===== config.mk =====
export PLATFORM = sky130hd
export DESIGN_NAME = csr_mwrite_file_flat
export DESIGN_NICKNAME = d
export VERILOG_FILES = /design/src/rtl/csr_mwrite_file_pkg.sv /design/src/rtl/csr_mwrite_file_if.sv /design/src/rtl/csr_mwrite_file_rmw.sv /design/src/rtl/csr_mwrite_file.sv /design/src/flat_wrapper.sv
export SDC_FILE = /design/constraint.sdc
export NUM_CORES = 1
export LEC_CHECK = 0
export CAP_MARGIN = 5
export CORE_MARGIN = 2
export CORE_UTILIZATION = 53
export CTS_BUF_LIST = sky130_fd_sc_hd__clkbuf_4 sky130_fd_sc_hd__clkbuf_8
export CTS_CLUSTER_DIAMETER = 150
export CTS_CLUSTER_SIZE = 30
export DETAILED_ROUTE_END_ITERATION = 10
export PLACE_DENSITY_LB_ADDON = 0.12
export SLEW_MARGIN = 25
export SYNTH_ARGS = -nofsm -noshare
export SYNTH_HDL_FRONTEND = slang
export SYNTH_SLANG_ARGS = --single-unit
export TNS_END_PERCENT = 50

===== constraint.sdc =====
create_clock -name clk -period 14.3 [get_ports clk]
set_input_delay 1.43 -clock clk [delete_from_list [all_inputs] [get_ports clk]]
set_output_delay 1.43 -clock clk [all_outputs]
set_load 0.05 [all_outputs]

===== src/rtl/csr_mwrite_file_pkg.sv =====
// csr_pkg: shared CSR addresses, op encoding, bit indices, writable masks and cause codes
package csr_pkg;
  localparam logic [11:0] ADDR_MSTATUS  = 12'h300;
  localparam logic [11:0] ADDR_MIE      = 12'h304;
  localparam logic [11:0] ADDR_MTVEC    = 12'h305;
  localparam logic [11:0] ADDR_MSCRATCH = 12'h340;
  localparam logic [11:0] ADDR_MEPC     = 12'h341;
  localparam logic [11:0] ADDR_MCAUSE   = 12'h342;
  localparam logic [11:0] ADDR_MTVAL    = 12'h343;
  localparam logic [11:0] ADDR_MIP      = 12'h344;
  typedef enum logic [1:0] {OP_NOP = 2'b00, OP_RW = 2'b01, OP_RS = 2'b10, OP_RC = 2'b11} csr_op_e;
  localparam int MIE_BIT  = 3;
  localparam int MPIE_BIT = 7;
  localparam int MTIP_BIT = 7;
  localparam int MEIP_BIT = 11;
  localparam logic [31:0] MSTATUS_WMASK = 32'h0000_0088;
  localparam logic [31:0] MSTATUS_MPP   = 32'h0000_1800;
  localparam logic [31:0] MIE_WMASK     = 32'h0000_0880;
  localparam logic [31:0] MTVEC_WMASK   = 32'hFFFF_FFFC;
  localparam logic [31:0] MEPC_WMASK    = 32'hFFFF_FFFC;
  localparam logic [31:0] FULL_WMASK    = 32'hFFFF_FFFF;
  localparam logic [31:0] CAUSE_MTI     = 32'h8000_0007;
  localparam logic [31:0] CAUSE_MEI     = 32'h8000_000B;
endpackage


===== src/rtl/csr_mwrite_file_if.sv =====
// csr_mwrite_file_if: CSR access bus between execute stage and the CSR file
interface csr_mwrite_file_if;
  logic        csr_valid;
  logic [1:0]  csr_op;
  logic        csr_wr_en;
  logic [11:0] csr_addr;
  logic [31:0] csr_wdata;
  logic [31:0] csr_rdata;
  logic        csr_illegal;
  modport master (output csr_valid, csr_op, csr_wr_en, csr_addr, csr_wdata, input csr_rdata, csr_illegal);
  modport slave (input csr_valid, csr_op, csr_wr_en, csr_addr, csr_wdata, output csr_rdata, csr_illegal);
endinterface


===== src/rtl/csr_mwrite_file_rmw.sv =====
// csr_rmw: CSRRW/CSRRS/CSRRC new-value computation, masked to the writable bits of the target
module csr_rmw
  import csr_pkg::*;
(
  input  logic [1:0]  op,
  input  logic [31:0] old,
  input  logic [31:0] wdata,
  input  logic [31:0] mask,
  output logic [31:0] new_val
);
  csr_op_e o;
  assign o = csr_op_e'(op);
  always_comb new_val = (o == OP_RW ? wdata : o == OP_RS ? old | wdata : o == OP_RC ? old & ~wdata : old) & mask;
endmodule


===== src/rtl/csr_mwrite_file.sv =====
// csr_mwrite_file: machine-mode CSR read-modify-write, trap entry/MRET sequencing, registered irq request.
// Optional mscratch (0x340) enabled by CSR_MSCRATCH_EN.
module csr_mwrite_file
  import csr_pkg::*;
#(
  parameter logic [31:0] MTVEC_RST = 32'h0000_0000,
  parameter int          XLEN      = 32
) (
  input  logic            clk,
  input  logic            rst,
  csr_mwrite_file_if.slave bus,
  input  logic            trap_valid,
  input  logic [XLEN-1:0] trap_cause,
  input  logic [XLEN-1:0] trap_pc,
  input  logic [XLEN-1:0] trap_tval,
  input  logic            mret_valid,
  input  logic            irq_timer,
  input  logic            irq_ext,
  output logic            irq_req,
  output logic [XLEN-1:0] irq_cause,
  output logic [XLEN-1:0] mtvec_out,
  output logic [XLEN-1:0] mepc_out,
  output logic            mie_bit_out
);
  logic [31:0] mstatus_q, mie_q, mtvec_q, mepc_q, mcause_q, mtval_q, mip_q;
  logic [31:0] mstatus_d, mie_d, mtvec_d, mepc_d, mcause_d, mtval_d, mip_d, cause_d;
  logic [31:0] old, mask, wval;
  logic        known, illegal, wr, irq_d;
`ifdef CSR_MSCRATCH_EN
  logic [31:0] mscratch_q, mscratch_d;
`endif
  always_comb begin
    known = 1'b1;
    old = '0;
    mask = '0;
    case (bus.csr_addr)
      ADDR_MSTATUS: begin old = mstatus_q | MSTATUS_MPP; mask = MSTATUS_WMASK; end
      ADDR_MIE:     begin old = mie_q; mask = MIE_WMASK; end
      ADDR_MTVEC:   begin old = mtvec_q; mask = MTVEC_WMASK; end
      ADDR_MEPC:    begin old = mepc_q; mask = MEPC_WMASK; end
      ADDR_MCAUSE:  begin old = mcause_q; mask = FULL_WMASK; end
      ADDR_MTVAL:   begin old = mtval_q; mask = FULL_WMASK; end
      ADDR_MIP:     old = mip_q;
`ifdef CSR_MSCRATCH_EN
      ADDR_MSCRATCH: begin old = mscratch_q; mask = FULL_WMASK; end
`endif
      default:      known = 1'b0;
    endcase
  end
  assign illegal = bus.csr_valid & (!known | bus.csr_op == OP_NOP | (bus.csr_addr == ADDR_MIP & bus.csr_wr_en));
  assign bus.csr_illegal = illegal;
  assign bus.csr_rdata = illegal ? '0 : old;
  // Trap and MRET each drop a same-cycle CSR write entirely, whatever CSR it targets
  assign wr = bus.csr_valid & bus.csr_op != OP_NOP & bus.csr_wr_en & !illegal & !trap_valid & !mret_valid;
  csr_rmw u_rmw (.op(bus.csr_op), .old(old), .wdata(bus.csr_wdata), .mask(mask), .new_val(wval));
  always_comb begin
    mstatus_d = trap_valid ? 32'(mstatus_q[MIE_BIT]) << MPIE_BIT
              : mret_valid ? (32'(mstatus_q[MPIE_BIT]) << MIE_BIT) | (32'd1 << MPIE_BIT)
              : wr && bus.csr_addr == ADDR_MSTATUS ? wval : mstatus_q;
    mie_d    = wr && bus.csr_addr == ADDR_MIE ? wval : mie_q;
    mtvec_d  = wr && bus.csr_addr == ADDR_MTVEC ? wval : mtvec_q;
    mepc_d   = trap_valid ? trap_pc & MEPC_WMASK : wr && bus.csr_addr == ADDR_MEPC ? wval : mepc_q;
    mcause_d = trap_valid ? trap_cause : wr && bus.csr_addr == ADDR_MCAUSE ? wval : mcause_q;
    mtval_d  = trap_valid ? trap_tval : wr && bus.csr_addr == ADDR_MTVAL ? wval : mtval_q;
`ifdef CSR_MSCRATCH_EN
    mscratch_d = wr && bus.csr_addr == ADDR_MSCRATCH ? wval : mscratch_q;
`endif
    mip_d = (32'(irq_ext) << MEIP_BIT) | (32'(irq_timer) << MTIP_BIT);
    // Registered mip against updated enables: two cycles from pins, same-edge drop on trap entry
    irq_d = mstatus_d[MIE_BIT] & |(mip_q & mie_d);
    cause_d = mip_q[MEIP_BIT] & mie_d[MEIP_BIT] ? CAUSE_MEI : mip_q[MTIP_BIT] & mie_d[MTIP_BIT] ? CAUSE_MTI : '0;
  end
  always_ff @(posedge clk or posedge rst) begin
    if (rst) begin
      mstatus_q <= '0;
      mie_q <= '0;
      mtvec_q <= MTVEC_RST & MTVEC_WMASK;
      mepc_q <= '0;
      mcause_q <= '0;
      mtval_q <= '0;
      mip_q <= '0;
      irq_req <= 1'b0;
      irq_cause <= '0;
    end else begin
      mstatus_q <= mstatus_d;
      mie_q <= mie_d;
      mtvec_q <= mtvec_d;
      mepc_q <= mepc_d;
      mcause_q <= mcause_d;
      mtval_q <= mtval_d;
      mip_q <= mip_d;
      irq_req <= irq_d;
      irq_cause <= cause_d;
    end
  end
`ifdef CSR_MSCRATCH_EN
  always_ff @(posedge clk or posedge rst) mscratch_q <= rst ? '0 : mscratch_d;
`endif
  assign mtvec_out = mtvec_q;
  assign mepc_out = mepc_q;
  assign mie_bit_out = mstatus_q[MIE_BIT];
endmodule

===== src/flat_wrapper.sv =====
// flat-port wrapper written by rule: the top's interface ports become plain ports
module csr_mwrite_file_flat import csr_pkg::*;
#(
  parameter logic [31:0] MTVEC_RST = 32'h0000_0000,
  parameter int          XLEN      = 32
)
  (clk, rst, trap_valid, trap_cause, trap_pc, trap_tval, mret_valid, irq_timer, irq_ext, irq_req, irq_cause, mtvec_out, mepc_out, mie_bit_out, bus_csr_valid, bus_csr_op, bus_csr_wr_en, bus_csr_addr, bus_csr_wdata, bus_csr_rdata, bus_csr_illegal);
  csr_mwrite_file_if bus_i ();
  input  logic clk;
  input  logic rst;
  input  logic trap_valid;
  input  logic [XLEN-1:0] trap_cause;
  input  logic [XLEN-1:0] trap_pc;
  input  logic [XLEN-1:0] trap_tval;
  input  logic mret_valid;
  input  logic irq_timer;
  input  logic irq_ext;
  output logic irq_req;
  output logic [XLEN-1:0] irq_cause;
  output logic [XLEN-1:0] mtvec_out;
  output logic [XLEN-1:0] mepc_out;
  output logic mie_bit_out;
  input wire logic [$bits(bus_i.csr_valid)-1:0] bus_csr_valid;
  input wire logic [$bits(bus_i.csr_op)-1:0] bus_csr_op;
  input wire logic [$bits(bus_i.csr_wr_en)-1:0] bus_csr_wr_en;
  input wire logic [$bits(bus_i.csr_addr)-1:0] bus_csr_addr;
  input wire logic [$bits(bus_i.csr_wdata)-1:0] bus_csr_wdata;
  output wire logic [$bits(bus_i.csr_rdata)-1:0] bus_csr_rdata;
  output wire logic [$bits(bus_i.csr_illegal)-1:0] bus_csr_illegal;
  assign bus_i.csr_valid = bus_csr_valid;
  assign bus_i.csr_op = bus_csr_op;
  assign bus_i.csr_wr_en = bus_csr_wr_en;
  assign bus_i.csr_addr = bus_csr_addr;
  assign bus_i.csr_wdata = bus_csr_wdata;
  assign bus_csr_rdata = bus_i.csr_rdata;
  assign bus_csr_illegal = bus_i.csr_illegal;
  csr_mwrite_file #(.MTVEC_RST(MTVEC_RST), .XLEN(XLEN)) u_core (.clk(clk), .rst(rst), .bus(bus_i), .trap_valid(trap_valid), .trap_cause(trap_cause), .trap_pc(trap_pc), .trap_tval(trap_tval), .mret_valid(mret_valid), .irq_timer(irq_timer), .irq_ext(irq_ext), .irq_req(irq_req), .irq_cause(irq_cause), .mtvec_out(mtvec_out), .mepc_out(mepc_out), .mie_bit_out(mie_bit_out));
endmodule

======== Yosys cells after proc, flatten, opt, wreduce, memory -nomap -nowiden ========
Index checks and enable logic that the tools add are counted.
cells by class
  $add $sub $neg .......................... 0
  muxes and demuxes ....................... 19
  bitwise gates (word level) .............. 18
  reductions and logical operators ........ 20
  divide/modulo/power cells ............... 0
  equality and inequality tests ........... 10
  shifts and indexed selects .............. 0
  multipliers ............................. 0
  order comparisons ....................... 0
operators with widths
  operator                                                            number
  32-bit 2-to-1 mux                                                   16
  32-bit case mux with 7 select lines                                 1
  32-bit case mux with 4 select lines                                 1
  32-bit AND                                                          3
  12-bit by 10-bit == test with 1-bit output (second input constant)  7
  32-bit NOT                                                          1
  32-bit OR                                                           1
  32-bit OR reduction                                                 1
  12-bit by 8-bit OR with 12-bit output                               1
  1-bit AND                                                           10
  2-bit nonzero test                                                  4
  7-bit OR reduction                                                  1
  1-bit logical AND                                                   6
  2-bit == test (second input constant)                               2
  1-bit logical NOT                                                   4
  2-bit OR reduction                                                  2
  3-bit nonzero test                                                  1
  2-bit by 1-bit == test with 1-bit output (second input constant)    1
  2-bit logical NOT                                                   1
  1-bit OR                                                            2
  1-bit 2-to-1 mux                                                    1
storage, ports and cells
  bits in read-only memories .............. 0
  input bits .............................. 150
  output and inout bits ................... 131
  flip-flop bits (word level) ............. 257
  bits in latches ......................... 0
  memories kept ........................... 0
  logic and storage cells ................. 77
  RAM bits ................................ 0

======== Longest topological paths before layout ========
  depth in word-level cells ............... 16
  gate-level depth with buffers ........... 9
  depth with buffers taken out ............ 7

======== Modules after synthesis ========
From an unflattened synthesis, not the netlist that was laid out.
second synthesis, totals
  cell total of the unflattened synthesis .. 1222
  area total of the unflattened synthesis .. 11860.1 µm²
by module, submodules not included
  module           area each (µm²)  cells an instance  seq. area each (µm²)  instances
  csr_mwrite_file  10361.2          1017               4904.7                1
  csr_rmw          1498.9           205                0.0                   1

======== Least setup slack after synthesis ========
Ideal clock, no wire load.
  path type ............................... input -> output
  start ................................... in bus_csr_addr[5]
  end ..................................... out bus_csr_rdata[13]
  stages .................................. 6
  data required time ...................... 12.870 ns
  setup slack ............................. 8.842 ns
  path buffers ............................ 2
  arrival time ............................ 4.028 ns
  path through ............................ or4_1 -> buf_6 -> nor4b_4 -> buf_6 -> a221o_1 -> a21boi_0
between the ends
  word-level cells in the longest chain between the ends .. 8
  elaborated cells between the ends (all ways) .. 16
  those cells by class .................... eq/ne: 7; mux: 3; bitwise: 4; reduce/logical: 2
RTL lines
  element                                                               RTL line                                      source
  start, declared                                                       flat_wrapper.sv:26                            input wire logic [$bits(bus_i.csr_addr)-1:0] bus_csr_addr;
  12-bit by 10-bit == test with 1-bit output, on equally long branches  csr_mwrite_file.sv:36, csr_mwrite_file.sv:50
  7-bit OR reduction (no source line)                                   n/a
  1-bit 2-to-1 mux                                                      csr_mwrite_file.sv:36                         case (bus.csr_addr)
  1-bit logical NOT                                                     csr_mwrite_file.sv:50                         assign illegal = bus.csr_valid & (!known | bus.csr_op == OP_NOP | (bus.csr_addr == ADDR_MIP & bus.csr_wr_en));
  1-bit OR (2 in series)                                                csr_mwrite_file.sv:50
  1-bit AND                                                             csr_mwrite_file.sv:50
  32-bit 2-to-1 mux (*)                                                 csr_mwrite_file.sv:52                         assign bus.csr_rdata = illegal ? '0 : old;
  end, declared                                                         flat_wrapper.sv:28                            output wire logic [$bits(bus_i.csr_rdata)-1:0] bus_csr_rdata;
Every way passes the cells marked *; elsewhere a longest branch is shown, timed or not.

======== Worst setup path in the final report ========
  start ................................... in bus_csr_addr[6]
  end ..................................... out bus_csr_rdata[6]
Same word-level chain as after synthesis.

==> out/metrics.yaml <==
status: "finished, final reports clean"
routed_wl_um: 41600
holdBufCountCts: 0
vias_per_cell: 6.47
cts.sink_count: 196
grt_remaining_overflow: 0
crit_chain: "clkdlybuf4s50_1, or4_1, nor4b_4, buf_4, buf_4, a221o_1, a21boi_0, clkdlybuf4s50_1"
core_area_um2: 21200
area_growth_pct: 23.5
critPathTopFamily: "buffers and inverters"
path_class: "input port to output pin"
dieArea_um2: 22900
fin_skew_ns: 0.0125
slowest_delay_ns: 0.88
synth_cell_types: 84
grt_pass1_wl_um: 61800
htree_num_levels: 4
row_count: 53
clkPwrFrac: 0.290
peakVddDrop_mv: 0.0478
clock_latency_ns: 0.47
initial_core_util: 0.544
setup.worst_path.start: "bus_csr_addr[6]"
critical_path_arrival_ns: 5.71
cp_max_fo: 29
place_congestion: 0.924
setup_tns_ns: 0
holdPathStages: 1
cts_root_buf: "clkbuf_8"
cts.clk_slew.worst_paths_ns: 0.11
post_cts_buffers: 0
drt_iter0_markers: 1081
p_leak_nw: 5.86
drv_cap: 0
p_int_mw: 0.801
netlist_area_um2: 11500
regToRegStartpoint: "u_core.mcause_q[2]$_DFFE_PP0P_"
pwr-share-comb: 0.210
syn_area_per_cell_um2: 9.52
rsz0062_at_grt: "false"
synth_cells: 1208
yosysTopAreaCell: "dfrtp_1"
async_flop_share: 1.00
ant_nets: 0
cp_slowest_cell: "clkdlybuf4s50_1"
drt_first_pass_iters: 5
synth_top_cell_area_share: 0.426
power_density_nw_per_um2: 83.9
synth_seq_area_share: 0.426
crit_cells: 8
grt_max_degree: 123
required_ns: 12.87
drive_above_1_share: 0.0921
max_freq_mhz: 140
swShare: 0.328
ctsResizeCount: 0
seq_power_share: 0.500
synth_warnings: 0
hpwl_um: 28100
synth-edff-count: 0
finalHoldViolCount: 0
switching_power_mw: 0.390
cts_max_path_buffers: 2
synth_most_common_cell: "dfrtp_1"
die_w_um: 151
nNetsFinal: 1550
tightest_slew_ns: 1.11
relSlewSlack: 0.259
finalSetupViolCount: 0
maxSlewViolCount: 0
dr_total_vias: 10924
end_kind: "output pin"
wl_per_cell_um: 24.6
cts_buffers: 17
start_kind: "input port"
reg2reg_depth: 5
antenna_found_initial: 2
fin_util: 0.671
synth_seq_cells: 196
drc: 0
crit_buf_inv: 4
hp-start: "u_core.mie_q[19]$_DFFE_PP0N_"
finalCritPeriodShare: 0.499
synth.area.top_cells: "dfrtp_1 43%, a22oi_1 4.4%, nand2_1 3.9%"
numPortBuffers: 251
yosys_most_used_dff: "dfrtp_1"
ios: 281
fillers: 1779
period_minus_slack_ns: 7.14
cts_tree: "built"
track_usage: 0.362
hp-class: "register to register"
synth_common_cells: "196 x dfrtp_1, 121 x nand2_1, 79 x o21ai_1"
die_h_um: 151
grt_pass1_vias: 10631
## worst register-to-register path, stage by stage (launching register included)
cell and delay [ns]:
dfrtp_1 0.39, mux2_2 0.31, a22oi_1 0.25, a311oi_2 0.13, a211oi_1 0.86, o21ai_1 0.17
## flip-flops by register name (all words and copies together), names as in the netlist
signal / cells
u_core.mstatus_q: 30
u_core.irq_req: 1
u_core.mtvec_out: 32
u_core.mip_q: 2
u_core.mcause_q: 32
u_core.mtval_q: 32
u_core.mie_q: 32
u_core.irq_cause: 3
u_core.mepc_out: 32
## routing by layer
layer | global-route usage | part of all wire | vias to the layer above | wire (µm)
met4 | 0.211 | 0.059 | 2 | 2460
met1 | 0.463 | 0.38 | 5267 | 15800
met3 | 0.0825 | 0.10 | 137 | 4300
met2 | 0.565 | 0.46 | 726 | 18900
met5 | 0 | 0.00026 | - | 11
li1 | - | - | 4792 | -
## metrics by stage
stage	cell area [µm²]	setup slack (ns)	hold WS, ns	instances	power (mW)
3_3_place_gp	13800	7.06	0.461	1655	0.849
2_1_floorplan	11600	7.53	0.444	1234	0.756
3_5_place_dp	13800	7.08	0.467	1655	0.852
6_report	14200	7.16	0.492	1688	1.19
4_1_cts	14200	7.07	0.492	1686	1.19
5_1_grt	14200	7.08	0.505	1688	1.23
## cells by family (layout without fill, tap and decap cells)
kind of cell,after synthesis,in the layout,share of synthesized area
AO/OA/AOI/OAI,402,402,0.247
XOR/XNOR,1,1,0.000761
buffers and inverters,150,328,0.0784
flip-flops,196,196,0.426
multiplexers,61,61,0.0558
other,1,28,0.000326
AND/OR/NAND/NOR,397,397,0.191
## final timing paths
kind | end | slack (ns)
worst max-delay path | bus_csr_rdata[6] | 7.16
worst min-delay path | u_core.mie_q[19]$_DFFE_PP0N_ | 0.49
worst max register to register | u_core.mcause_q[2]$_DFFE_PP0P_ | 12.04
worst min register to register | u_core.mie_q[19]$_DFFE_PP0N_ | 0.49
max in group asynchronous | u_core.mepc_out[16]$_DFFE_PP0P_ | 11.48
min in group asynchronous | u_core.mepc_out[19]$_DFFE_PP0P_ | 1.51
## cells in the final DEF, fill, tap and decap left out, drive strengths merged, types with 12 or more instances in the layout
cell,synthesis,layout
nor3b,20,20
mux2i,36,36
nor2b,43,43
o21ai,147,147
nand4,21,21
inv,23,30
clkdlybuf4s50,0,247
nor2,49,49
conb,1,27
nor3,14,14
mux2,25,25
clkbuf,71,17
and3,12,12
o311ai,24,24
buf,53,27
a21oi,24,24
o2bb2ai,32,32
dfrtp,196,196
a22oi,70,70
o211a,13,13
and2,65,65
nand2,121,121
## final cells by class
cell class              instances  area (µm²)  area share
clock inverters                14         121     0.00854
repair buffers                274        2680       0.188
clock buffers                  17         234      0.0165
multi-input cells             888        5830       0.410
well taps                     275         344      0.0242
flip-flops and latches        196        4900       0.345
diodes                          1        2.50    0.000176
inverters                      23        93.8     0.00661
## power groups by stage
stage,combinational [mW],clock [mW],sequential (mW)
2_1_floorplan,0.126,0,0.630
4_1_cts,0.248,0.347,0.595
3_3_place_gp,0.244,0,0.605
6_report,0.250,0.346,0.595
5_1_grt,0.265,0.370,0.598
3_5_place_dp,0.247,0,0.605
(Power assumes the default switching activity.)
